==> src/rtl/msk_sync_sched.sv <==
// -----------------------------------------------------------------------------
// msk_sync_sched
//
// Bit-strobe scheduler for the MSK demodulator output stage. Raw one-cycle
// timing pulses from the bit-timing recovery loop are gated against an
// expected-period window and turned into alternating I/Q sampling strobes.
// Missing pulses are filled in by a flywheel while locked, and a
// SEARCH/VERIFY/LOCK state machine decides when pulses are trusted.
//
// Ports
//   clk        in   system clock, single domain
//   rst        in   asynchronous active-low reset
//   en         in   clock enable; low freezes all state and suppresses strobes
//   ted_pulse  in   one-cycle timing pulse, one per bit
//   flip       in   one-cycle request to swap the I/Q branch assignment
//   Isync      out  one-cycle I-branch strobe (registered)
//   Qsync      out  one-cycle Q-branch strobe (registered)
//   locked     out  high while in LOCK
//   state      out  00 SEARCH, 01 VERIFY, 10 LOCK
//   ins_cnt    out  saturating count of flywheel insertions
//
// Input/output protocol: ted_pulse and flip are single-cycle qualifiers
// sampled on every rising clk edge where en is high; there is no back-pressure.
// A pulse accepted in cycle t produces exactly one strobe in cycle t+1.
// -----------------------------------------------------------------------------
module msk_sync_sched #(
   parameter int CW       = 8,
   parameter int NOMINAL  = 8,
   parameter int TOL      = 1,
   parameter int LOCK_CNT = 4,
   parameter int MISS_MAX = 3
) (
   input  logic       clk,
   input  logic       rst,
   input  logic       en,
   input  logic       ted_pulse,
   input  logic       flip,
   output logic       Isync,
   output logic       Qsync,
   output logic       locked,
   output logic [1:0] state,
   output logic [7:0] ins_cnt
);

   // Counter widths sized so LOCK_CNT and MISS_MAX are representable.
   localparam int GW = (LOCK_CNT < 2) ? 1 : $clog2(LOCK_CNT + 1);
   localparam int MW = (MISS_MAX < 2) ? 1 : $clog2(MISS_MAX + 1);

   localparam logic [CW-1:0] WIN_LO = CW'(NOMINAL - TOL);
   localparam logic [CW-1:0] WIN_HI = CW'(NOMINAL + TOL);
   localparam logic [CW-1:0] CNT_ONE = CW'(1);
   localparam logic [CW-1:0] CNT_MAX = {CW{1'b1}};
   localparam logic [GW-1:0] GOOD_ONE = GW'(1);
   localparam logic [GW-1:0] GOOD_TGT = GW'(LOCK_CNT);
   localparam logic [MW-1:0] MISS_ONE = MW'(1);
   localparam logic [MW-1:0] MISS_LIM = MW'(MISS_MAX);

   typedef enum logic [1:0] {
      S_SEARCH = 2'b00,
      S_VERIFY = 2'b01,
      S_LOCK   = 2'b10
   } state_t;

   state_t          st;
   logic [CW-1:0]   cnt;       // clocks elapsed since the last strobe
   logic            br;        // 0: next strobe is I, 1: next strobe is Q
   logic [GW-1:0]   good;      // in-window pulses seen in VERIFY
   logic [MW-1:0]   miss_run;  // consecutive flywheel insertions in LOCK

   // Decision signals for the current cycle (before the en gate).
   logic            in_win;
   logic            at_hi;
   logic            accept;
   logic            timeout;
   logic            insert;
   logic            drop;
   logic            strobe;
   logic            sel;
   logic [GW-1:0]   good_inc;

   assign state = st;

   always_comb begin
      in_win   = (cnt >= WIN_LO) && (cnt <= WIN_HI);
      at_hi    = (cnt == WIN_HI);
      good_inc = good + GOOD_ONE;
      accept   = 1'b0;
      timeout  = 1'b0;
      insert   = 1'b0;
      drop     = 1'b0;

      case (st)
         S_SEARCH: begin
            // Any pulse restarts the acquisition attempt.
            accept = ted_pulse;
         end
         S_VERIFY, S_LOCK: begin
            // Early pulses fall outside the window and are simply ignored.
            // A pulse exactly at the upper window edge wins over timeout.
            accept  = ted_pulse && in_win;
            timeout = !ted_pulse && at_hi;
         end
         default: begin
            accept = 1'b0;
         end
      endcase

      if (timeout) begin
         if ((st == S_LOCK) && (miss_run < MISS_LIM)) begin
            insert = 1'b1;
         end else begin
            drop = 1'b1;
         end
      end

      strobe = accept || insert;
      // A flip in the same cycle as a strobe already redirects that strobe.
      sel    = br ^ flip;
   end

   always_ff @(posedge clk or negedge rst) begin
      if (!rst) begin
         st       <= S_SEARCH;
         cnt      <= '0;
         br       <= 1'b0;
         good     <= '0;
         miss_run <= '0;
         ins_cnt  <= 8'd0;
         Isync    <= 1'b0;
         Qsync    <= 1'b0;
         locked   <= 1'b0;
      end else if (!en) begin
         // Everything holds; only the strobe outputs are forced idle so a
         // stalled cycle never repeats or stretches a strobe.
         Isync <= 1'b0;
         Qsync <= 1'b0;
      end else begin
         Isync <= strobe && !sel;
         Qsync <= strobe && sel;

         if (strobe) begin
            cnt <= CNT_ONE;
            br  <= ~sel;
         end else begin
            if (cnt != CNT_MAX) begin
               cnt <= cnt + CNT_ONE;
            end
            // Without a strobe, flip just toggles the pending branch.
            br <= br ^ flip;
         end

         case (st)
            S_SEARCH: begin
               if (accept) begin
                  st     <= S_VERIFY;
                  good   <= '0;
                  locked <= 1'b0;
               end
            end

            S_VERIFY: begin
               if (accept) begin
                  good <= good_inc;
                  if (good_inc == GOOD_TGT) begin
                     st       <= S_LOCK;
                     locked   <= 1'b1;
                     miss_run <= '0;
                  end
               end else if (drop) begin
                  st       <= S_SEARCH;
                  locked   <= 1'b0;
                  ins_cnt  <= 8'd0;
                  miss_run <= '0;
               end
            end

            S_LOCK: begin
               if (accept) begin
                  miss_run <= '0;
               end else if (insert) begin
                  miss_run <= miss_run + MISS_ONE;
                  if (ins_cnt != 8'hFF) begin
                     ins_cnt <= ins_cnt + 8'd1;
                  end
               end else if (drop) begin
                  st       <= S_SEARCH;
                  locked   <= 1'b0;
                  ins_cnt  <= 8'd0;
                  miss_run <= '0;
               end
            end

            default: begin
               // Unused encoding: recover to SEARCH with a clean slate.
               st       <= S_SEARCH;
               locked   <= 1'b0;
               ins_cnt  <= 8'd0;
               miss_run <= '0;
            end
         endcase
      end
   end

endmodule

==> config.mk <==
export PLATFORM = sky130hd
export DESIGN_NAME = msk_sync_sched
export DESIGN_NICKNAME = d
export VERILOG_FILES = /design/src/rtl/msk_sync_sched.sv
export SDC_FILE = /design/constraint.sdc
export NUM_CORES = 1
export LEC_CHECK = 0
export ABC_CLOCK_PERIOD_IN_PS = 2740
export CORE_ASPECT_RATIO = 0.5
export CORE_MARGIN = 2
export CORE_UTILIZATION = 57
export DETAILED_ROUTE_END_ITERATION = 10
export PLACE_DENSITY_LB_ADDON = 0.2
export SYNTH_ARGS = -nofsm -noshare
export SYNTH_HDL_FRONTEND = slang
export SYNTH_SLANG_ARGS = --single-unit
==> constraint.sdc <==
create_clock -name clk -period 2.74 [get_ports clk]
set_clock_uncertainty 0.05 [all_clocks]
set_input_delay 0.548 -clock clk [delete_from_list [all_inputs] [get_ports clk]]
set_output_delay 0.548 -clock clk [all_outputs]
set_load 0.02 [all_outputs]
* Word-level counts from Yosys, hierarchy flattened *
Index checks and enable logic that the tools add are counted.

storage, ports and cells
  logic and storage cells = 90
  bits in latches = 0
  register bits = 27
  memory bits (writable) = 0
  output and inout port bits = 13
  ROM bits = 0
  input bits = 5
  memories kept = 0

operators by class
  eq/ne operators = 13
  divide/modulo/power cells = 0
  shift-type cells = 0
  $lt $le $gt $ge = 3
  reduce and logical (&&, ||, !) cells = 18
  mux-type cells = 40
  multipliers = 0
  bitwise operators = 3
  $add $sub $neg = 4

operators by type and width
  kind                                                 count
  two-way mux 8 bit                                    7
  one-hot mux 8 bit (3 select lines)                   1
  two-way mux 2 bit                                    11
  adder 8 x 1 -> 8 bit, second input constant          2
  != test 8 bit, second input constant                 2
  two-way mux 1 bit                                    14
  one-hot mux 2 bit (3 select lines)                   2
  != test 2 bit, second input constant                 5
  AND reduction 5 bit                                  2
  equality test 8 x 4 -> 1 bit, second input constant  1
  >= comparator 8 x 3 -> 1 bit, second input constant  1
  <= comparator 8 x 4 -> 1 bit, second input constant  1
  logical AND 1 bit                                    6
  two-way mux 3 bit                                    2
  one-hot mux 3 bit (2 select lines)                   1
  AND reduction 4 bit                                  1
  nonzero test 2 bit                                   2
  adder 3 x 1 -> 3 bit, second input constant          1
  equality test 3 bit, second input constant           1
  != test 3 x 2 -> 1 bit, second input constant        1
  != test 3 bit, second input constant                 1
  one-hot mux 1 bit (3 select lines)                   1
  AND reduction 3 bit                                  1
  adder 2 x 1 -> 2 bit, second input constant          1
  other kinds (11)                                     13

* Logic depth before layout (Yosys ltp) *
  depth in word-level cells = 8
  mapped depth = 9
  mapped depth without buffers = 8

* Least setup slack after synthesis *
No wires, ideal clock.

  path type = reg2reg
  start point = register st[0] (netlist: state[0])
  end point = register br
  stages on the path, launching flop included = 8
  setup slack = 0.392 ns
  arrival = 2.174 ns
  cell sequence = dfrtp_1 -> inv_1 -> ha_1 -> and3_1 -> a22oi_2 -> nand2_1 -> ha_1 -> mux2_2

on the way
  longest elaborated chain between the ends = 6
  elaborated cells between the ends (all ways) = 11

RTL lines
  element                                                              RTL line  text
  start: declaration                                                   64        state_t st;
  start signal: assignment                                             123       st <= S_SEARCH;
  start signal: assignment                                             155       st <= S_VERIFY;
  start signal: assignment                                             165       st <= S_LOCK;
  equality test 2 bit or equality test 2 x 1 -> 1 bit (tied branches)  92, 109
  OR reduction 2 bit or logical AND 1 bit (tied branches)              92, 109
  two-way mux 1 bit (on tied branches)                                 92, 109
  two-way mux 1 bit                                                    108       if (timeout) begin
  logical OR 1 bit (*)                                                 116       strobe = accept || insert;
  two-way mux 1 bit (*)                                                141       if (strobe) begin
  end signal: assignment                                               143       br <= ~sel;
  end signal: assignment                                               149       br <= br ^ flip;
  end: declaration                                                     66        logic br;

Every way passes the cells marked *; elsewhere a longest branch is shown, timed or not.
A chain may end at the register's enable or synchronous reset.

* Worst setup path after layout *
Same ends and word-level chain as after synthesis.

==> flow_summary.yaml <==
yosys:
  synth.most_common_cell: "dfrtp_1"
  netlist.top_cell.by_area: "dfrtp_1"
  post_synth_inst_count: 215
  ys_seq_area_share_pct: 34.8
  mappedNetlistNets: 233
  yosysTopAreaCellShare_pct: 34.8
  post_synth_num_cell_types: 56
  synth.ff_latch_count: 27
  yosys-top-cells-area: "dfrtp_1 (35%), ha_1 (8.4%), o21ai_0 (4.4%)"
  synthArstFlopShare_pct: 100
  synth-warning-count: 0
  postSynthAreaPerCell_um2: 9.03
  synth_top_flop_cell: "dfrtp_1"
  number_of_synthesized_flops_with_an_enable_pin: 0
  synthesis.area_um2: 1940
  yosys-top-cells-count: "dfrtp_1 (27), nand2_1 (20), nor2_1 (17), o21ai_0 (17), ha_1 (13)"
clocking:
  cts.sinks: 27
  post_cts.resized_instances: 0
  post_cts_buffers: 0
  tritoncts.num_buffers: 3
  clkTransAtPathRegs_ps: 100
  clock_network_latency_to_the_later_pin_of_the_worst_skew_pair_ps: 280
  cts-htree-levels: 1
  cts-hold-fix-buffers: 0
  cts_root_buffer: "clkbuf_8"
  tritoncts: "yes"
  clk_buf_depth: 2
layout:
  post_layout_nonfiller_instances: 274
  final_layout_size_suffix_gt1_share_pct: 10.3
  number_of_diodes: 0
  finish.net_count: 253
  area_growth_syn_to_layout_pct: 13.4
worst_hold_path:
  holdPathEnd: "miss_run[0]"
  start_point_of_the_worst_min_delay_path: "miss_run[0]"
  hp-class: "reg -> reg"
  worst_hold_path.num_cells: 1
timing:
  timing.setup.tns_ps: 0
  max_freq_mhz: 412
  hold_violations: 0
  period_utilization_post_route_pct: 88.5
  finalSetupViolCount: 0
  slew_headroom_pct: 62.9
  drv_slew: 0
  whs_ps: 460
  rsz0062_at_grt: "no"
  worst_slew_pin_slew_ps: 543
  finalCriticalPeriod_ps: 2420
power:
  power_per_cell_area_nw_per_um2: 771
  vdd_drop_max_mv: 0.410
  power_leakage_nw: 0.937
placed_design:
  dp.final_hpwl_um: 3370
  gp_routability_congestion: 0.838
  dpl.cell_count: 270
  placement.io_buffers: 17
floorplanning:
  die-width_um: 86.5
  dieHeight_um: 45.3
  initial_utilization_pct: 62.3
  boundaryPins: 18
  std_cell_rows: 14
  coreArea_um2: 3120
  design.die.area_um2: 3920
detailed_routing:
  wl_per_cell_um: 16.3
  ant_nets: 0
  vias_per_cell: 6.46
  first_pass_iters: 4
  drc_markers: 0
  drt-initial-drc-count: 147
  routed-via-count: 1769
  wirelength_um: 4460
critical_path:
  worst_r2r_startpoint: "state[0]"
  timing.setup.critical_path_class: "reg -> reg"
  crit_family: "adder cells"
  crit_slowest_cell: "ha_1"
  endpoint_kind: "register"
  setup.worst_path.start_class: "register"
  worst_ep_arrival_time_ps: 2550
  crit_path_start: "state[0]"
  required_ps: 2860
  largest_stage_delay_worst_path_ps: 610
  worst_r2r_path_depth: 7
  worst_path_most_repeated_cell: "ha_1"
  rr_endpoint: "br"
  crit_buf_inv: 1
  crit_path_max_fanout: 13
  worstPathCellList: "inv_1, ha_1, and3_1, a22oi_2, nand2_1, ha_1, mux2_2"
  r2r_setup_slack_ps: 320
grt:
  first_global_vias: 1632
  gr-usage-all-layers_pct: 24.4
  grt_pass1_wl_um: 7380
  grt_start_max_net_pins: 28
  grt_remaining_overflow: 0
  antenna_found_initial: 0
run:
  maxCapViolations: 0
run_status:
  status: "finished clean"
[cells in the final DEF (no fill, tap or decap), types with 2 or more instances in the layout]
cell,synthesis,routed
a21o_1,3,3
a21oi_1,7,7
a22o_1,3,3
a31oi_1,8,8
a41oi_1,2,2
and2_1,5,5
and3_1,3,3
buf_4,0,5
clkbuf_8,0,3
clkdlybuf4s50_1,0,17
dfrtp_1,27,27
ha_1,13,13
inv_1,11,11
nand2_1,20,20
nand2b_1,3,3
nand3_1,8,8
nand4_1,7,7
nor2_1,17,17
nor2b_1,6,6
nor3_1,3,3
nor3_2,2,2
o211ai_1,3,3
o21ai_0,17,17
o21bai_1,2,2
o31ai_1,2,2
o41ai_1,3,3
or2_2,2,2
xnor2_1,2,2
xor2_1,2,2
[sequential cells by signal (all words and copies together), names as in the netlist]
signal	cells
good	3
miss_run	2
cnt	8
state	2
locked	1
Isync	1
br	1
ins_cnt	8
Qsync	1
[cell type report]
cell class | count | area [um2]
Multi-Input combinational cell | 170 | 1180
Fill cell | 238 | 916
Inverter | 11 | 41.3
Timing Repair Buffer | 22 | 208
Sequential cell | 27 | 676
Clock inverter | 1 | 5.00
Clock buffer | 3 | 41.3
Tap cell | 40 | 50.0
[how the worst max path moves through the flow]
stage | endpoint | slack [ps] | cells past startpoint
after floorplan | br | 390 | 7
after global placement | br | 250 | 7
after detailed placement | br | 80 | 7
after CTS | br | 330 | 7
after global routing | state[0] | 150 | 6
final | br | 320 | 7
[power by group]
part	switching, mW	total [mW]	internal, mW
registers	0.105	0.595	0.490
logic	0.525	0.867	0.342
clock network	0.134	0.237	0.102
total	0.764	1.70	0.935
[per-stage QoR]
| step | setup slack, ps | utilization [%] | cell area [um2] | power (mW) |
|---|---|---|---|---|
| 4_1_cts | 332 | 70.6 | 2200 | 1.70 |
| 3_5_place_dp | 84.0 | 69.1 | 2160 | 1.46 |
| 3_3_place_gp | 245 | 69.1 | 2160 | 1.41 |
| 5_1_grt | 154 | 70.6 | 2200 | 1.83 |
| 2_1_floorplan | 392 | - | 1940 | 1.22 |
| 6_report | 316 | 70.6 | 2200 | 1.70 |
[kinds of logic after synthesis]
logic type / Yosys count / share of synthesized area (%)
AOI/OAI and AO/OA: 65 / 23.1
xor gates and xnor gates: 4 / 1.80
adders and majority gates: 13 / 8.38
buffers and inverters: 18 / 4.38
DFF: 27 / 34.8
muxes: 1 / 0.580
and+or+nand+nor: 87 / 27.0
[routing by layer]
layer	up-vias	global-route usage (%)	wire, um
met4	0	7.19	64
met2	76	42.5	2110
met5	-	0	0
met3	12	5.67	297
li1	838	-	-
met1	843	31.3	1980
Note: power is estimated with default switching activity, not from simulation.
